**src/rtl/regseq_pkg.sv**
```systemverilog
// Shared encodings for the register-bank command sequencer.
// Holds command ops, bank ops and the sequencer state enum.
package regseq_pkg;

  localparam logic [1:0] OP_IN   = 2'd0;
  localparam logic [1:0] OP_MOVE = 2'd1;
  localparam logic [1:0] OP_OUT  = 2'd2;
  localparam logic [1:0] OP_NOP  = 2'd3;

  localparam logic [1:0] RB_WRITE = 2'd0;
  localparam logic [1:0] RB_READ  = 2'd1;
  localparam logic [1:0] RB_IDLE  = 2'd3;

  typedef enum logic [1:0] {
    ST_IDLE,
    ST_WRITE,
    ST_READ,
    ST_MOVE_WR
  } state_t;

endpackage

```
**src/rtl/regseq_shadow.sv**
```systemverilog
// 8x16 shadow copy of the register bank written by the sequencer.
// One write port, one combinational read port; clears on reset.
module regseq_shadow
  import regseq_pkg::*;
(
  input  logic        clock,
  input  logic        reset,
  input  logic        we,
  input  logic [2:0]  waddr,
  input  logic [15:0] wdata,
  input  logic [2:0]  raddr,
  output logic [15:0] rdata
);

  logic [15:0] mem [8];

  always_ff @(posedge clock) begin
    if (reset) begin
      for (int i = 0; i < 8; i++) mem[i] <= '0;
    end else if (we) begin
      mem[waddr] <= wdata;
    end
  end

  assign rdata = mem[raddr];

endmodule

```
**src/rtl/reg_cmd_sequencer.sv**
```systemverilog
// Command initiator for the 8x16 register bank (IN/MOVE/OUT/NOP).
// Define REGSEQ_SHADOW_EN to serve MOVE/OUT reads from a shadow copy.
module reg_cmd_sequencer
  import regseq_pkg::*;
#(
  parameter int RD_LAT = 1
) (
  input  logic        clock,
  input  logic        reset,
  input  logic        cmd_valid,
  output logic        cmd_ready,
  input  logic [1:0]  cmd_op,
  input  logic [2:0]  cmd_src,
  input  logic [2:0]  cmd_dst,
  input  logic [15:0] cmd_data,
  output logic [2:0]  rb_code,
  output logic [15:0] rb_data,
  output logic [1:0]  rb_op,
  output logic        rb_enable,
  input  logic [15:0] rb_out,
  output logic        res_valid,
  output logic [15:0] res_data,
  output logic [15:0] cmd_count
);

  localparam logic [2:0] LAT_M1 = 3'(RD_LAT - 1);

  state_t      state, nxt_state;
  logic [2:0]  cnt, nxt_cnt;
  logic [1:0]  q_op, nxt_q_op;
  logic [2:0]  q_src, nxt_q_src;
  logic [2:0]  q_dst, nxt_q_dst;
  logic [15:0] tmp, nxt_tmp;
  logic [2:0]  nxt_code;
  logic [15:0] nxt_data;
  logic [1:0]  nxt_op;
  logic        nxt_en;
  logic        nxt_res_valid;
  logic [15:0] nxt_res_data;
  logic [15:0] nxt_count;
  logic        accept;

  assign cmd_ready = (state == ST_IDLE);
  assign accept    = cmd_valid && cmd_ready;

`ifdef REGSEQ_SHADOW_EN
  logic [15:0] sh_rdata;

  regseq_shadow u_shadow (
    .clock (clock),
    .reset (reset),
    .we    (nxt_op == RB_WRITE),
    .waddr (nxt_code),
    .wdata (nxt_data),
    .raddr (cmd_src),
    .rdata (sh_rdata)
  );
`endif

  always_comb begin
    nxt_state     = state;
    nxt_cnt       = cnt;
    nxt_q_op      = q_op;
    nxt_q_src     = q_src;
    nxt_q_dst     = q_dst;
    nxt_tmp       = tmp;
    nxt_code      = 3'd0;
    nxt_data      = 16'd0;
    nxt_op        = RB_IDLE;
    nxt_en        = 1'b0;
    nxt_res_valid = 1'b0;
    nxt_res_data  = res_data;
    nxt_count     = cmd_count;
    unique case (state)
      ST_IDLE: begin
        if (accept) begin
          nxt_count = cmd_count + 16'd1;
          nxt_q_op  = cmd_op;
          nxt_q_src = cmd_src;
          nxt_q_dst = cmd_dst;
          unique case (cmd_op)
            OP_IN: begin
              nxt_state = ST_WRITE;
              nxt_op    = RB_WRITE;
              nxt_code  = cmd_dst;
              nxt_data  = cmd_data;
            end
`ifdef REGSEQ_SHADOW_EN
            OP_MOVE: begin
              nxt_state = ST_MOVE_WR;
              nxt_tmp   = sh_rdata;
              nxt_op    = RB_WRITE;
              nxt_code  = cmd_dst;
              nxt_data  = sh_rdata;
            end
            OP_OUT: begin
              nxt_res_valid = 1'b1;
              nxt_res_data  = sh_rdata;
            end
`else
            OP_MOVE, OP_OUT: begin
              nxt_state = ST_READ;
              nxt_cnt   = LAT_M1;
              nxt_op    = RB_READ;
              nxt_en    = 1'b1;
              nxt_code  = cmd_src;
            end
`endif
            default: ;
          endcase
        end
      end
      ST_READ: begin
        if (cnt == 3'd0) begin
          // final read edge: rb_out is valid now
          if (q_op == OP_MOVE) begin
            nxt_state = ST_MOVE_WR;
            nxt_tmp   = rb_out;
            nxt_op    = RB_WRITE;
            nxt_code  = q_dst;
            nxt_data  = rb_out;
          end else begin
            nxt_state     = ST_IDLE;
            nxt_res_valid = 1'b1;
            nxt_res_data  = rb_out;
          end
        end else begin
          nxt_cnt  = cnt - 3'd1;
          nxt_op   = RB_READ;
          nxt_en   = 1'b1;
          nxt_code = q_src;
        end
      end
      ST_WRITE, ST_MOVE_WR: nxt_state = ST_IDLE;
      default: nxt_state = ST_IDLE;
    endcase
  end

  always_ff @(posedge clock) begin
    if (reset) begin
      state     <= ST_IDLE;
      cnt       <= '0;
      q_op      <= OP_NOP;
      q_src     <= '0;
      q_dst     <= '0;
      tmp       <= '0;
      rb_code   <= '0;
      rb_data   <= '0;
      rb_op     <= RB_IDLE;
      rb_enable <= 1'b0;
      res_valid <= 1'b0;
      res_data  <= '0;
      cmd_count <= '0;
    end else begin
      state     <= nxt_state;
      cnt       <= nxt_cnt;
      q_op      <= nxt_q_op;
      q_src     <= nxt_q_src;
      q_dst     <= nxt_q_dst;
      tmp       <= nxt_tmp;
      rb_code   <= nxt_code;
      rb_data   <= nxt_data;
      rb_op     <= nxt_op;
      rb_enable <= nxt_en;
      res_valid <= nxt_res_valid;
      res_data  <= nxt_res_data;
      cmd_count <= nxt_count;
    end
  end

endmodule

```
**config.mk**
```make
export PLATFORM = sky130hd
export DESIGN_NAME = reg_cmd_sequencer
export DESIGN_NICKNAME = d
export VERILOG_FILES = /design/src/rtl/regseq_pkg.sv /design/src/rtl/regseq_shadow.sv /design/src/rtl/reg_cmd_sequencer.sv
export SDC_FILE = /design/constraint.sdc
export NUM_CORES = 1
export LEC_CHECK = 0
export CAP_MARGIN = 10
export CORE_ASPECT_RATIO = 0.9
export CORE_MARGIN = 4
export CORE_UTILIZATION = 40
export DETAILED_ROUTE_END_ITERATION = 10
export GPL_ROUTABILITY_DRIVEN = 0
export MAX_ROUTING_LAYER = met4
export PLACE_DENSITY = 0.74
export SLEW_MARGIN = 0
export SYNTH_ARGS = -nofsm -noshare
export SYNTH_HDL_FRONTEND = slang
export SYNTH_HIERARCHICAL = 1
export SYNTH_SLANG_ARGS = --single-unit
```
**constraint.sdc**
```tcl
create_clock -name clock -period 1.4 [get_ports clock]
set_input_delay 0.14 -clock clock [delete_from_list [all_inputs] [get_ports clock]]
set_output_delay 0.14 -clock clock [all_outputs]
set_load 0.01 [all_outputs]
```
# --- After elaboration in Yosys (flattened, before gate mapping) ---
# Cells that the tools add are included.
op_classes:
  bitwise_logic: 3
  muxes: 29
  n_reduce_logical: 12
  addsub: 2
  n_eq_ne: 11
ops:
  columns: ["op", "count"]
  rows:
  - ["2-to-1 mux 16 bit", 4]
  - ["one-hot mux 16 bit (2 select lines)", 1]
  - ["2-to-1 mux 3 bit", 6]
  - ["one-hot mux 3 bit (2 select lines)", 3]
  - ["adder 16 x 1 -> 16 bit, second input constant", 1]
  - ["2-to-1 mux 2 bit", 6]
  - ["one-hot mux 2 bit (2 select lines)", 3]
  - ["equality test 2 x 1 -> 1 bit, second input constant", 3]
  - ["equality test 2 bit, second input constant", 3]
  - ["one-hot mux 2 bit (3 select lines)", 1]
  - ["AND reduction 3 bit", 2]
  - ["zero test 2 bit", 2]
  - ["2-to-1 mux 1 bit", 4]
  - ["!= test 2 x 1 -> 1 bit, second input constant", 2]
  - ["!= test 2 bit, second input constant", 2]
  - ["AND reduction 4 bit", 1]
  - ["OR reduction 2 bit", 2]
  - ["zero test 3 bit", 1]
  - ["!= test 3 x 1 -> 1 bit, second input constant", 1]
  - ["NOT 1 bit", 3]
  - ["OR reduction 3 bit", 1]
  - ["subtractor 3 x 1 -> 3 bit, second input constant", 1]
  - ["one-hot mux 1 bit (2 select lines)", 1]
  - ["AND reduction 2 bit", 1]
  - ["2 further kinds", 2]
word_totals:
  output_inout_bits: 56
  inputBits: 43
  wordCells: 69
  reg_bits: 68

# --- Longest topological paths before layout ---
depth:
  ltp_word: 5
  ltp_mapped: 8
  depth_no_buf: 6

# --- Worst setup path before layout ---
# No wires, ideal clock.
synth_path:
  kind: "flip-flop to flip-flop"
  startpoint: "reg cnt[0]"
  endpoint: "reg cnt[2]"
  required_time_ns: 1.305
  setup_slack_ns: -0.120
  path_buffers: 0
  period_less_slack_ns: 1.520
  path_stages_with_launch: 7
  setup_ns: 0.095
  arrival_ns: 1.424
  path_cell_list: "dfxtp_1 > inv_1 > ha_1 > nand2b_1 > a21boi_4 > or4_1 > a221oi_1"
synth_between:
  elab_chain_cells: 3
  elab_cells_between_ends: 6
  classes_between: "add/sub: 1; eq/ne: 1; mux: 2; reduce/logical: 2"
synth_lines:
  columns: ["item", "line", "source"]
  rows:
  - ["from (decl)", "reg_cmd_sequencer.sv:29", "logic [2:0] cnt, nxt_cnt;"]
  - ["from (signal assigned)", "reg_cmd_sequencer.sv:156", "cnt <= nxt_cnt;"]
  - ["subtractor 3 x 1 -> 3 bit / zero test 3 bit (equally long branches)", "reg_cmd_sequencer.sv:128, reg_cmd_sequencer.sv:114", null]
  - ["2-to-1 mux 3 bit / != test 2 bit (equally long branches)", null, null]
  - ["one-hot mux 3 bit (2 select lines) / AND reduction 4 bit (equally long branches)", null, null]
# Several ways; a longest one is shown, not always the timed one. The select of a mux whose other input is x is not followed.
# A chain may end at the register's enable or synchronous reset.

# --- Worst setup path after layout ---
layout_path:
  startpoint: "reg state[1]"
  endpoint: "reg cnt[2]"
layout_between:
  elab_chain_cells: 4
  elab_cells_between_ends: 9
  classes_between: "eq/ne: 4; mux: 1; reduce/logical: 4"
layout_lines:
  columns: ["item", "line", "source"]
  rows:
  - ["from (decl)", "reg_cmd_sequencer.sv:28", "state_t state, nxt_state;"]
  - ["from (signal assigned)", "reg_cmd_sequencer.sv:155", "state <= nxt_state;"]
  - ["zero test 2 bit", "reg_cmd_sequencer.sv:43, reg_cmd_sequencer.sv:74", null]
  - ["logical AND 1 bit", "reg_cmd_sequencer.sv:44", "assign accept = cmd_valid && cmd_ready;"]
  - ["!= test 2 x 1 -> 1 bit (no line)", null, null]
  - ["AND reduction 4 bit (no line)", null, null]
# Several ways; a longest one is shown, not always the timed one.

==> metrics.md <==
| Metric | Value |
|---|---|
| CTS Buf Count | 9 |
| Antenna diode count | 0 |
| Post-Synth Simple-Gate Area | 0.226 |
| WP data arrival | 1790 ps |
| Post-synth ARST share | 0 |
| Top cells by area, synth | dfxtp_1 50%, nand2_1 7.0%, a21oi_1 6.5%, a22oi_1 6.1%, nor2_1 4.6% |
| Routed WL per cell | 17.4 um |
| Area leader, netlist | dfxtp_1 |
| Starting Density | 0.412 |
| Fin cells | 557 |
| Worst Skew | 16.9 ps |
| Drt drc | 0 |
| Relative slew slack | 0.723 |
| Die Width | 94.6 um |
| EDFF count, synth | 0 |
| Final WS setup | -138 ps |
| Area of the multi-input gates | 0.00166 mm^2 |
| Max-cap violations | 0 |
| Worst path buffer plus inverter count | 1 |
| Flops & latches, synth | 68 |
| Synth Area in Compound Gates | 0.171 |
| Design Area, Final | 0.00495 mm^2 |
| Crit-path cells | buf_4 > nand3b_1 > a21boi_4 > or4_4 > a221oi_2 |
| IO Pins | 99 |
| Vias per inst | 5.21 |
| Distinct cells, synth | 41 |
| Total grt overflow | 0 |
| Die ar. | 0.00813 mm^2 |
| HP Class | in -> reg |
| Later-pin clock latency in the skew report | about 350 ps |
| Initial antenna violation count | 0 |
| Fin. max-slew vios | 0 |
| Pin count of the biggest net entering global routing | 29 |
| Tmin final | about 1500 ps |
| TritonRoute pass-1 iters | 4 |
| Area Growth Syn to Fin | 83.3% |
| Main synth FF type | dfxtp_1 |
| Post-Synth Adder-Cell Area | 0.0232 |
| Placed Area | 0.00415 mm^2 |
| Startpoint Class | flip-flop |
| Layout Nets | 510 |
| Setup Crit Path Kind | reg -> reg |
| Status | finished, violations left |
| Post-Syn Area | approximately 0.0027 mm^2 |
| Worst Max-Slew Pin Slew | 412 ps |
| IO buf count | 98 |
| Share of cells above drive strength 1 | 0.388 |
| Max Freq | 650 MHz |
| Die height | around 86 um |
| Fin. Hold Viols | 0 |
| Post-detailed-route count of antenna-violating nets | 0 |
| Hpwl dp | 5.62 mm |
| TNS Setup | -2670 ps |
| Slowest cell delay on critical path | between 400 and 500 ps |
| Unrepaired setup endpoints after global routing | true |
| First-pass GRT wire length | 13.0 mm |
| Violated checks | negative setup slack |
| Layout fillers | around 430 |
| Power per standard cell area | 916 mW/mm^2 |
| VDD IR-drop max | 0.452 mV |
| Core area | 0.00655 mm^2 |
| Drt first-iter violations | 86 |
| Worst Path Required | 1650 ps |
| Syn_area_per_cell | 8.85 um^2 |
| Routed WL | 9.70 mm |
| Final setup vio count | 38 |
| Post-synthesis sequential area ratio | 0.504 |
| H-tree depth | 3 |
| Vias in the first global route | 2764 |
| Post-CTS Hold Buffers | 0 |
| Inst Count DP | about 520 |
| Syn Inst Count | 305 |
| # rows | 28 |
| CTS tree | done |
| Slowest library cell on the worst path | or4_4 |
| Sinks on Clock Net | 68 |
| Ys Warns | 6 |
| Synth Net Count | 353 |
| Crit. End Element | flip-flop |
| Crit path max-delay family | simple AND/OR/NAND/NOR gates |
| Vias | 2900 |
| CTS Buffer Depth | 2 |
| Seq. cell area | 0.00138 mm^2 |
| Leak Pwr | 2.14 nW |
| Largest fanout on the critical path | 2 |
| XOR/XNOR Fraction of Synth Area | 0.0325 |
| Multiplexer area fraction after synthesis | 0 |
| Clk slew on worst S/H paths | 80 ps |
| Post-synth top area share | 0.504 |
| Fin crit share | 1.10 |
| Largest family of logic cells by synthesized area | simple AND/OR/NAND/NOR gates |
| CTS root buf | clkbuf_8 |
| Total GRT Usage | 0.209 |
[cells in the final DEF, fill, tap and decap left out, drive strengths merged, types with 3 or more instances in the layout]
cell / n
a21oi: 35
a22oi: 22
and2: 3
buf: 66
clkbuf: 12
clkdlybuf4s50: 61
clkinv: 4
dfxtp: 68
dlygate4sd2: 23
dlymetal6s2s: 13
ha: 5
inv: 6
nand2: 50
nand3: 5
nand4: 6
nor2: 34
o21ai: 9
or3: 8
xor2: 8
[area by class of cell]
| cell class | instances | area share |
|---|---|---|
| multi-input combinational | 213 | 0.335 |
| timing repair buffer | 164 | 0.325 |
| clock inverter | 5 | 0.00556 |
| tap | 90 | 0.0228 |
| sequential | 68 | 0.278 |
| inverter | 6 | 0.00455 |
| clock buffer | 11 | 0.0286 |
[synthesized netlist by cell type, drive strengths merged (2+ instances only)]
cell type and n:
dfxtp 68, and3 2, a211o 2, clkbuf 9
a22oi 22, and4 2, or4 2, a21oi 35
xnor2 2, buf 9, ha 5, or3 8
o21ai 9, xor2 8, nand3 5, nand2b 2
o31ai 2, nand4 6, inv 6, nor3 2
and2 3, nor2 34, nand2 50, nor2b 2
[timing repair]
| action | 4_1_cts | 5_1_grt |
|---|---|---|
| gates cloned | 2 | 2 |
| pin swaps | 17 | 26 |
| setup endpoints to repair | 61 | 58 |
| endpoints found under the hold margin | 0 | 0 |
| setup buffers | 5 | 10 |
| gates resized for setup | 70 | 89 |
[cells by family after synthesis]
| family | count (synthesis) |
|---|---|
| AO/OA/AOI/OAI | 74 |
| AND/OR/NAND/NOR | 124 |
| XOR/XNOR | 10 |
| buffers and inverters | 24 |
| adder cells (fa/ha/maj) | 5 |
| flip-flops | 68 |
[worst paths after layout]
| path | slack, ps | from | depth (start not counted) | endpoint |
|---|---|---|---|---|
| max | -140 | state[1] | 5 | cnt[2] |
| min reg2reg | 470 | q_dst[2] | 2 | q_dst[2] |
| max reg2reg | -140 | state[1] | 5 | cnt[2] |
| min | 330 | cmd_op[1] | 4 | q_op[1] |
[worst min-delay path, stage by stage]
cell and delay, ps:
dlygate4sd2_1 230, inv_2 60, nor2_1 110, a211o_1 100
[power breakdown]
part / internal (mW) / total, mW / switching [mW] / leakage, nW
Combinational: 0.535 / 0.992 / 0.457 / 1.49
Sequential: 2.02 / 2.08 / 0.0645 / 0.558
Clock: 0.680 / 1.45 / 0.775 / 0.0889
Total: 3.23 / 4.53 / 1.30 / 2.14
[state kept, by name, indices dropped and copies added, names as in the netlist]
register   count
rb_op          2
res_valid      1
res_data      16
rb_code        3
rb_data       16
q_dst          3
cnt            3
q_src          3
cmd_count     16
rb_enable      1
q_op           2
state          2
[stage by stage]
step | utilization | hold slack (ps) | power [mW] | setup slack (ps)
detailed placement | 0.633 | 444 | 2.85 | -564
CTS | 0.687 | 310 | 4.33 | -76.0
finish | 0.755 | 326 | 4.53 | -138
global placement | 0.633 | 437 | 2.82 | -515
global route | 0.755 | 322 | 4.69 | -216
floorplan | - | 276 | 2.43 | -43.5
[layer usage]
layer | GRT usage | wire length, um
met4 | 0.0839 | 293
met2 | 0.349 | 4680
met5 | - | 0
met1 | 0.243 | 4100
met3 | 0.0500 | 622
No activity file was read; power rests on OpenSTA's default activity.
